[src/rtl/seg7_pkg.sv]
// Shared types and constants for the 4-digit 7-segment scan driver.
// Holds the active-low segment patterns {g,f,e,d,c,b,a}, the digit count,
// the 2-bit digit-index type and the packed shadow-frame payload.
package seg7_pkg;

    localparam int unsigned NUM_DIGITS = 4;
    localparam int unsigned BCD_W      = 4;
    localparam int unsigned SEG_W      = 7;

    typedef logic [1:0]       digit_idx_t;
    typedef logic [BCD_W-1:0] bcd_t;
    typedef logic [SEG_W-1:0] seg_t;

    // Active-low segment patterns, bit order {g,f,e,d,c,b,a}
    localparam seg_t SEG_0     = 7'h40;
    localparam seg_t SEG_1     = 7'h79;
    localparam seg_t SEG_2     = 7'h24;
    localparam seg_t SEG_3     = 7'h30;
    localparam seg_t SEG_4     = 7'h19;
    localparam seg_t SEG_5     = 7'h12;
    localparam seg_t SEG_6     = 7'h02;
    localparam seg_t SEG_7     = 7'h78;
    localparam seg_t SEG_8     = 7'h00;
    localparam seg_t SEG_9     = 7'h10;
    localparam seg_t SEG_BLANK = 7'h7F;

    // One displayed frame: the digits and decimal points held for a full scan
    typedef struct packed {
        logic [NUM_DIGITS-1:0][BCD_W-1:0] digit;
        logic [NUM_DIGITS-1:0]            dp;
    } frame_t;

endpackage

[src/rtl/seg7_decoder.sv]
// Combinational BCD to active-low 7-segment decoder.
// Ports:
//   bcd   - 4-bit BCD digit; codes 10-15 decode to blank
//   seg_c - segments {g,f,e,d,c,b,a}, active-low (combinational)
module seg7_decoder
    import seg7_pkg::*;
(
    input  bcd_t bcd,
    output seg_t seg_c
);

    always_comb begin
        seg_c = SEG_BLANK;
        case (bcd)
            4'd0:    seg_c = SEG_0;
            4'd1:    seg_c = SEG_1;
            4'd2:    seg_c = SEG_2;
            4'd3:    seg_c = SEG_3;
            4'd4:    seg_c = SEG_4;
            4'd5:    seg_c = SEG_5;
            4'd6:    seg_c = SEG_6;
            4'd7:    seg_c = SEG_7;
            4'd8:    seg_c = SEG_8;
            4'd9:    seg_c = SEG_9;
            default: seg_c = SEG_BLANK;
        endcase
    end

endmodule

[src/rtl/seg7_scan_4dig.sv]
// Time-multiplexed driver for a 4-digit common-anode 7-segment display.
// A prescaler divides clk into digit slots; the slot index walks 0..3 and the
// inputs are snapshotted into a shadow frame whenever the index wraps 3->0, so
// a frame never mixes old and new data. Outputs are registered (1-cycle latency
// from index/shadow to pins).
// Optional feature macro: SEG7_BLINK_EN builds per-digit blinking; when it is
// undefined blink_mask is ignored and digits are always lit while en = 1.
// Ports:
//   clk        - system clock, rising edge
//   reset      - asynchronous reset, active-low
//   en         - 1 = display on; 0 = anodes off, scanning continues
//   digit0..3  - BCD digits, digit0 rightmost; 10-15 display blank
//   dp_mask    - bit i lights decimal point of digit i
//   blink_mask - bit i blinks digit i (SEG7_BLINK_EN builds only)
//   an         - anode enables, active-low
//   seg        - segments {g,f,e,d,c,b,a}, active-low
//   dp         - decimal point, active-low
//   scan_tick  - one-cycle pulse at each digit-slot boundary
module seg7_scan_4dig
    import seg7_pkg::*;
#(
    parameter int unsigned REFRESH_DIV = 100000,
    parameter int unsigned BLINK_TICKS = 250
) (
    input  logic                  clk,
    input  logic                  reset,
    input  logic                  en,
    input  logic [BCD_W-1:0]      digit0,
    input  logic [BCD_W-1:0]      digit1,
    input  logic [BCD_W-1:0]      digit2,
    input  logic [BCD_W-1:0]      digit3,
    input  logic [NUM_DIGITS-1:0] dp_mask,
    input  logic [NUM_DIGITS-1:0] blink_mask,
    output logic [NUM_DIGITS-1:0] an,
    output logic [SEG_W-1:0]      seg,
    output logic                  dp,
    output logic                  scan_tick
);

    localparam int unsigned PRESC_W = $clog2(REFRESH_DIV);
    localparam logic [PRESC_W-1:0] PRESC_MAX = PRESC_W'(REFRESH_DIV - 1);

    logic [PRESC_W-1:0] presc;
    digit_idx_t         idx;
    frame_t             shadow;
    logic               tc_c;
    logic               wrap_c;
    logic               blink_off_c;
    seg_t               seg_c;

    assign tc_c   = (presc == PRESC_MAX);
    assign wrap_c = tc_c && (idx == digit_idx_t'(NUM_DIGITS - 1));

    // Prescaler, slot index, slot-boundary pulse and frame snapshot
    always_ff @(posedge clk or negedge reset) begin
        if (!reset) begin
            presc     <= '0;
            idx       <= '0;
            scan_tick <= 1'b0;
            shadow    <= '0;
        end else begin
            scan_tick <= tc_c;
            if (tc_c) begin
                presc <= '0;
                idx   <= digit_idx_t'(idx + 2'd1);
            end else begin
                presc <= PRESC_W'(presc + 1'b1);
            end
            if (wrap_c) begin
                shadow.digit <= {digit3, digit2, digit1, digit0};
                shadow.dp    <= dp_mask;
            end
        end
    end

`ifdef SEG7_BLINK_EN
    localparam int unsigned BLINK_W = (BLINK_TICKS > 1) ? $clog2(BLINK_TICKS) : 1;
    localparam logic [BLINK_W-1:0] BLINK_MAX = BLINK_W'(BLINK_TICKS - 1);

    logic [BLINK_W-1:0]    blink_cnt;
    logic                  blink_phase;
    logic [NUM_DIGITS-1:0] shadow_blink;

    // Blink phase flips every BLINK_TICKS slot boundaries; mask follows the frame snapshot
    always_ff @(posedge clk or negedge reset) begin
        if (!reset) begin
            blink_cnt    <= '0;
            blink_phase  <= 1'b0;
            shadow_blink <= '0;
        end else begin
            if (tc_c) begin
                if (blink_cnt == BLINK_MAX) begin
                    blink_cnt   <= '0;
                    blink_phase <= ~blink_phase;
                end else begin
                    blink_cnt <= BLINK_W'(blink_cnt + 1'b1);
                end
            end
            if (wrap_c) begin
                shadow_blink <= blink_mask;
            end
        end
    end

    assign blink_off_c = blink_phase & shadow_blink[idx];
`else
    logic unused_blink;
    assign unused_blink = ^blink_mask;
    assign blink_off_c  = 1'b0;
`endif

    seg7_decoder u_decoder (
        .bcd   (shadow.digit[idx]),
        .seg_c (seg_c)
    );

    // Pin registers: loaded every cycle from the current slot of the shadow frame
    always_ff @(posedge clk or negedge reset) begin
        if (!reset) begin
            an  <= '1;
            seg <= SEG_BLANK;
            dp  <= 1'b1;
        end else begin
            an  <= (!en || blink_off_c) ? '1 : ~(NUM_DIGITS'(1) << idx);
            seg <= seg_c;
            dp  <= ~shadow.dp[idx];
        end
    end

endmodule

[config.mk]
export PLATFORM = sky130hd
export DESIGN_NAME = seg7_scan_4dig
export DESIGN_NICKNAME = d
export VERILOG_FILES = /design/src/rtl/seg7_pkg.sv /design/src/rtl/seg7_decoder.sv /design/src/rtl/seg7_scan_4dig.sv
export SDC_FILE = /design/constraint.sdc
export NUM_CORES = 1
export LEC_CHECK = 0
export ABC_AREA = 1
export CORE_ASPECT_RATIO = 0.9
export CORE_UTILIZATION = 54
export CTS_CLUSTER_SIZE = 30
export DETAILED_ROUTE_END_ITERATION = 10
export GPL_TIMING_DRIVEN = 1
export HOLD_SLACK_MARGIN = 0.06
export PLACE_DENSITY = 0.8
export SETUP_SLACK_MARGIN = 0.05
export SLEW_MARGIN = 20
export SYNTH_ARGS = -nofsm -noshare
export SYNTH_HDL_FRONTEND = slang
export SYNTH_HIERARCHICAL = 1
export SYNTH_SLANG_ARGS = --single-unit
[constraint.sdc]
create_clock -name clk -period 2.7 [get_ports clk]
set_clock_uncertainty 0.15 [all_clocks]
set_input_delay 0.81 -clock clk [delete_from_list [all_inputs] [get_ports clk]]
set_output_delay 0.81 -clock clk [all_outputs]
set_load 0.005 [all_outputs]
==> results of run 1 <==
power by group through the flow:
stage,Sequential (mW),Combinational (mW),Clock [mW]
2_1_floorplan,0.796,0.000317,0
3_3_place_gp,0.795,0.0534,0
3_5_place_dp,0.795,0.0531,0
4_1_cts,0.781,0.0536,0.548
5_1_grt,0.781,0.0579,0.574
6_report,0.781,0.0522,0.536
kinds of logic after synthesis:
kind of cell / count (synthesis) / synth area share (%)
buf+inv: 44 / 7.93
fa+ha+maj: 10 / 4.69
flops: 52 / 49.4
compound gates: 18 / 3.89
simple gates: 187 / 32.1
xor+xnor: 6 / 1.97
final cells by class:
| cell class | instances | area [um^2] | share of cell area [%] |
|---|---|---|---|
| timing repair buffer | 39 | 388 | 12.3 |
| multi-input combinational | 221 | 1140 | 36.0 |
| clock inverter | 3 | 42.5 | 1.34 |
| clock buffer | 5 | 68.8 | 2.17 |
| tap | 62 | 77.6 | 2.45 |
| sequential | 52 | 1320 | 41.6 |
| inverter | 34 | 133 | 4.19 |
routing by layer:
metal,vias to the layer above,routed length [um],track usage (%)
li1,1083,-,-
met1,999,2540,31.8
met2,60,2340,36.3
met3,10,335,4.08
met4,0,119,11.5
met5,-,0,0
cells in the final DEF, fill, tap and decap left out, types with 2 or more instances in the layout:
| master | count |
|---|---|
| xor2_1 | 6 |
| buf_4 | 3 |
| inv_1 | 24 |
| nor2_2 | 4 |
| nor2_8 | 2 |
| nand2_1 | 102 |
| dfrtp_1 | 40 |
| nand2_2 | 3 |
| nor3_1 | 2 |
| clkdlybuf4s50_1 | 34 |
| inv_2 | 8 |
| a21oi_1 | 2 |
| nand4_1 | 23 |
| ha_1 | 10 |
| nor2_1 | 34 |
| nand3_1 | 14 |
| o21ai_0 | 10 |
| o22ai_1 | 4 |
| clkbuf_8 | 5 |
| dfstp_2 | 12 |
sequential cells by signal (all words and copies together), names as in the netlist:
name       flops
an             4
dp             1
idx            2
presc         17
scan_tick      1
seg            7
shadow        20
path summary, 6_finish.rpt:
path,startpoint,to,slack (ns),cells after the start
worst max-delay path,seg[3],seg[3],0.40,1
worst min-delay path,reset,shadow[3],0.31,1
worst max register to register,idx[1],seg[3],0.53,8
worst min register to register,presc[0],presc[0],0.31,1
max in group asynchronous,reset,seg[1],1.48,2
min in group clk,presc[0],presc[0],0.31,1
per-stage QoR:
step	hold slack [ns]	std cells	cell area (um^2)	setup WS (ns)
after floorplan	0.278	317	2670	0.773
after global placement	0.291	408	3050	0.598
after detailed placement	0.304	408	3050	0.545
after CTS	0.318	416	3160	0.385
after global routing	0.346	416	3160	0.315
final	0.312	416	3160	0.401
==> flow_metrics.tcl, run 1 <==
set metrics [dict create \
    powerDensity_nw_per_um2 433 \
    synthTopCellsByCount "nand2_1, dfrtp_1, nor2_1" \
    worst-path-max-fanout 1 \
    fin_nets 390 \
    cts_resized 0 \
    yosys_most_used_dff "dfrtp_1" \
    yosysTopAreaCellShare_pct 37.5 \
    htreeDepth 2 \
    slowest_delay_ns 0.54 \
    num_antenna_cells 0 \
    grt_pass1_wl_um 9110 \
    max_slew_margin_pct 61.4 \
    fillers 377 \
    synthToLayoutAreaGrowth_pct 18.7 \
    switching_power_mw 0.283 \
    start_util_pct 57.9 \
    clockRootBuffer "clkbuf_8" \
    wl_per_cell_um 12.8 \
    netlist_area_um2 2670 \
    synth_nets 354 \
    cts.sink_count 52 \
    clockPowerShare_pct 39.2 \
    io_buffers 35 \
    drt_iter0_markers 119 \
    worstPathCellList "clkdlybuf4s50_1" \
    clk_path_buf_depth 2 \
    ys_types 29 \
    yosysSeqAreaShare_pct 49.4 \
    grt_max_degree 30 \
    path_delay_family "flip-flops" \
    place_hpwl_um 3750 \
    cts_hold_buf 0 \
    utilization_pct 68.7 \
    fin_crit_ns 2.30 \
    synth_top_area_cell "dfrtp_1" \
    seq_power_share_pct 57.0 \
    setup.worst_path.class "register to output pin" \
    antenna_found_initial 0 \
    p_comb_share_pct 3.8 \
    cts_tree "built" \
    syn_inst 317 \
    io_pins 40 \
    status "completed" \
    start_kind "register" \
    critPathArrivalTime_ns 1.34 \
    viasPerCell 5.17 \
    hold_class "primary input to asynchronous set/reset pin" \
    yosysMostFrequentCell "nand2_1" \
    required_ns 1.74 \
    crit_buf_inv 1 \
    ant_nets 0 \
    drive_above_1_share_pct 13.0 \
    crit_slowest_cell "dfstp_2" \
    worstSkewPairLatency_ns 0.31 \
    overflow 0 \
    route.vias.total 2152 \
    totalNegativeSetupSlack_ns 0 \
    path_clk_slew_ns 0.09 \
    maxCapViolCount 0 \
    setup_violations 0 \
    hold_violations 0 \
    worstMarginPinSlew_ns 0.579 \
    total_power_mw 1.37 \
    drc 0 \
    syn_area_per_cell_um2 8.41 \
    cts_setup_buffers 0 \
    p_int_mw 1.09 \
    period_share_pct 85.1 \
    switching_share_pct 20.7 \
    slew_viol_final 0 \
    routabilityCongestion 0.868 \
    grt_pass1_vias 1975 \
    grt.total_usage_pct 23.2 \
    synth.area.top_cells "dfrtp_1, nand2_1, dfstp_2, nand4_1, nor2_1" \
    end_kind "output pin" \
    timing.fmax_mhz 435 \
    fp.dieW_um 76.1 \
    core_area_um2 4600 \
    rows 23 \
    rsz0062_at_grt "no" \
    p_leak_nw 1.54 \
    yosys_warnings 6 \
    dieArea_um2 5220 \
    die_h_um 68.7 \
    drt_wl_total_um 5330 \
    synth_seq_cells 52 \
    synth-async-reset-ratio_pct 100 \
    ir_drop_v 0.000607 \
    drt_first_pass_iters 4 \
    synth_enable_flop_cells 0 \
    cts_buffers 5 \
]
Power figures use the tool's default switching activity.
==> run 2, diff against run 1 <==
- ABC_AREA: 1 -> default
- CORE_UTILIZATION: 54 -> 53
- PLACE_DENSITY: 0.8 -> 0.79
==> flow_metrics.tcl, run 2 <==
set metrics [dict create \
    status "completed" \
    syn_area_per_cell_um2 13.2 \
    required_ns 2.74 \
    largest_register_ffs 20 \
    final_common_cell "dfrtp_1" \
    powerDensity_nw_per_um2 469 \
    drt_first_pass_iters 5 \
    route.vias.total 1516 \
    start_kind "register" \
    worstSkewPairLatency_ns 0.30 \
    ant_nets 0 \
    end_kind "register" \
    yosys_warnings 6 \
    grt_pass1_wl_um 7430 \
    grt_max_degree 28 \
    synth_enable_flop_cells 0 \
    crit_slowest_cell "or4_4" \
    worst-path-max-fanout 16 \
    dieArea_um2 4850 \
    yosys_most_used_dff "dfrtp_1" \
    die_h_um 66.2 \
    wl_per_cell_um 15.5 \
    clk_path_buf_depth 2 \
    synth_top_area_cell "dfrtp_1" \
    drt_iter0_markers 88 \
    reg2reg_depth 5 \
    num_antenna_cells 0 \
    final_cell_mix "dfrtp_1, clkdlybuf4s50_1, mux2_4, nor2_1" \
    crit_buf_inv 1 \
    cts_resized 0 \
    maxCapViolCount 0 \
    p_leak_nw 1.31 \
    path_delay_family "simple AND/OR/NAND/NOR gates" \
    largest_registers "shadow x20, presc x17, seg x7" \
    slew_viol_final 0 \
    drc 0 \
    setup_violations 0 \
    core_area_um2 4240 \
    cp.depth 5 \
    clockRootBuffer "clkbuf_8" \
    setup_slack_ns 0.359 \
    synthTopCellsByCount "dfrtp_1, mux2_4, nor2_1" \
    cts_tree "built" \
    io_buffers 35 \
    cts.sink_count 52 \
    utilization_pct 69.2 \
    setup.worst_path.class "register to register" \
    cts_hold_buf 0 \
    synth_seq_cells 52 \
    met2_length_um 2130 \
    slowest_delay_ns 0.58 \
    hold_violations 0 \
    rsz0062_at_grt "no" \
    pre_cts_slack_ns 0.389 \
    htreeDepth 2 \
    grt_pass1_vias 1568 \
    antenna_found_initial 0 \
    yosysMostFrequentCell "dfrtp_1" \
    cts_buffers 5 \
    place_hpwl_um 3120 \
    grt.total_usage_pct 21.0 \
    overflow 0 \
    fin_nets 260 \
    cts_setup_buffers 0 \
    totalNegativeSetupSlack_ns 0 \
    critPathArrivalTime_ns 2.38 \
    worstMarginPinSlew_ns 0.590 \
    start_util_pct 57.2 \
    worstPathCellList "or4_4 -> nor4_4 -> nand2_2 -> buf_12 -> mux2_4" \
    timing.fmax_mhz 427 \
    netlist_area_um2 2420 \
    wl_met1_um 2000 \
    drt_wl_total_um 4420 \
    ys_types 27 \
    synth-async-reset-ratio_pct 100 \
    drive_above_1_share_pct 22.8 \
    synth.area.top_cells "dfrtp_1, dfstp_2, mux2_4, ha_1, xnor2_1" \
    top_layer "met4" \
    wl_met3_um 195 \
    max_slew_margin_pct 60.7 \
    regMostFlops "shadow" \
    path_clk_slew_ns 0.09 \
    viasPerCell 5.34 \
    rows 22 \
    hold_class "primary input to asynchronous set/reset pin" \
    routabilityCongestion 0.865 \
    synthToLayoutAreaGrowth_pct 21.0 \
    syn_inst 183 \
    yosysSeqAreaShare_pct 54.3 \
    fp.dieW_um 73.3 \
    ir_drop_v 0.000402 \
    yosysTopAreaCellShare_pct 41.3 \
    fin_crit_ns 2.34 \
    synth_nets 220 \
    io_pins 40 \
    period_share_pct 86.7 \
]
## run 2: logic make-up (layout without fill, tap and decap cells)
group	count (synthesis)	in the layout	share of synthesized area (%)
and+or+nand+nor	55	55	12.3
DFF	52	52	54.3
muxes	25	25	17.0
xor gates and xnor gates	16	16	5.78
buffers and inverters	14	55	3.10
AOI/OAI and AO/OA	11	11	2.27
adders and majority gates	10	10	5.16
## run 2: final cells by class
| cell class | instances | area (um^2) |
|---|---|---|
| Inverter | 9 | 33.8 |
| Timing Repair Buffer | 38 | 393 |
| Multi-Input combinational cell | 117 | 1030 |
| Sequential cell | 52 | 1320 |
| Clock buffer | 7 | 76.3 |
| Fill cell | 325 | 1310 |
| Clock inverter | 1 | 5.00 |
| Tap cell | 60 | 75.1 |
## run 2: path summary, 6_finish.rpt
check,startpoint,endpoint,slack (ns)
worst max-delay path,presc[8],shadow[1],0.36
worst min-delay path,reset,shadow[10],0.35
worst max register to register,presc[8],shadow[1],0.36
worst min register to register,presc[0],presc[0],0.35
max in group asynchronous,reset,an[0],1.43
min in group clk,presc[0],presc[0],0.35
## run 2: worst reg2reg max path: stages, from the launching register on
cell     delay (ns)
dfrtp_1        0.45
or4_4          0.58
nor4_4         0.32
nand2_2        0.20
buf_12         0.22
mux2_4         0.31
## run 2: through the flow
stage          hold WS [ns]  cells  total power, mW  area, um^2
6_report              0.350    284             1.37        2930
5_1_grt               0.371    284             1.43        2930
4_1_cts               0.356    284             1.38        2930
3_5_place_dp          0.342    276            0.968        2850
3_3_place_gp          0.318    276            0.961        2850
2_1_floorplan         0.305    183            0.887        2420
## run 2: per-layer routing
metal,GRT usage [%],up-vias
li1,-,704
met1,26.7,762
met2,33.8,41
met3,4.57,9
met4,10.8,0
met5,0,-
## run 2: power breakdown
part           internal [mW]  total (mW)  switching, mW
registers              0.812       0.823         0.0111
logic                 0.0803       0.130         0.0494
clock network          0.182       0.421          0.238
==> run 3, diff against run 2 <==
--- a/constraint.sdc
+++ b/constraint.sdc
@@ -4,2 +4,2 @@
 set_output_delay 0.81 -clock clk [all_outputs]
-set_load 0.005 [all_outputs]
+set_load 0.02 [all_outputs]
==> results of run 3 <==
The final DEF is identical to that of run 2. Status: completed.
Among the figures that moved: setup slack after layout 0.359 ns -> 0.318 ns; start point of the critical path presc[8] -> an[3]; end point of the critical path shadow[1] -> an[3]; total power 1.37 mW -> 1.39 mW
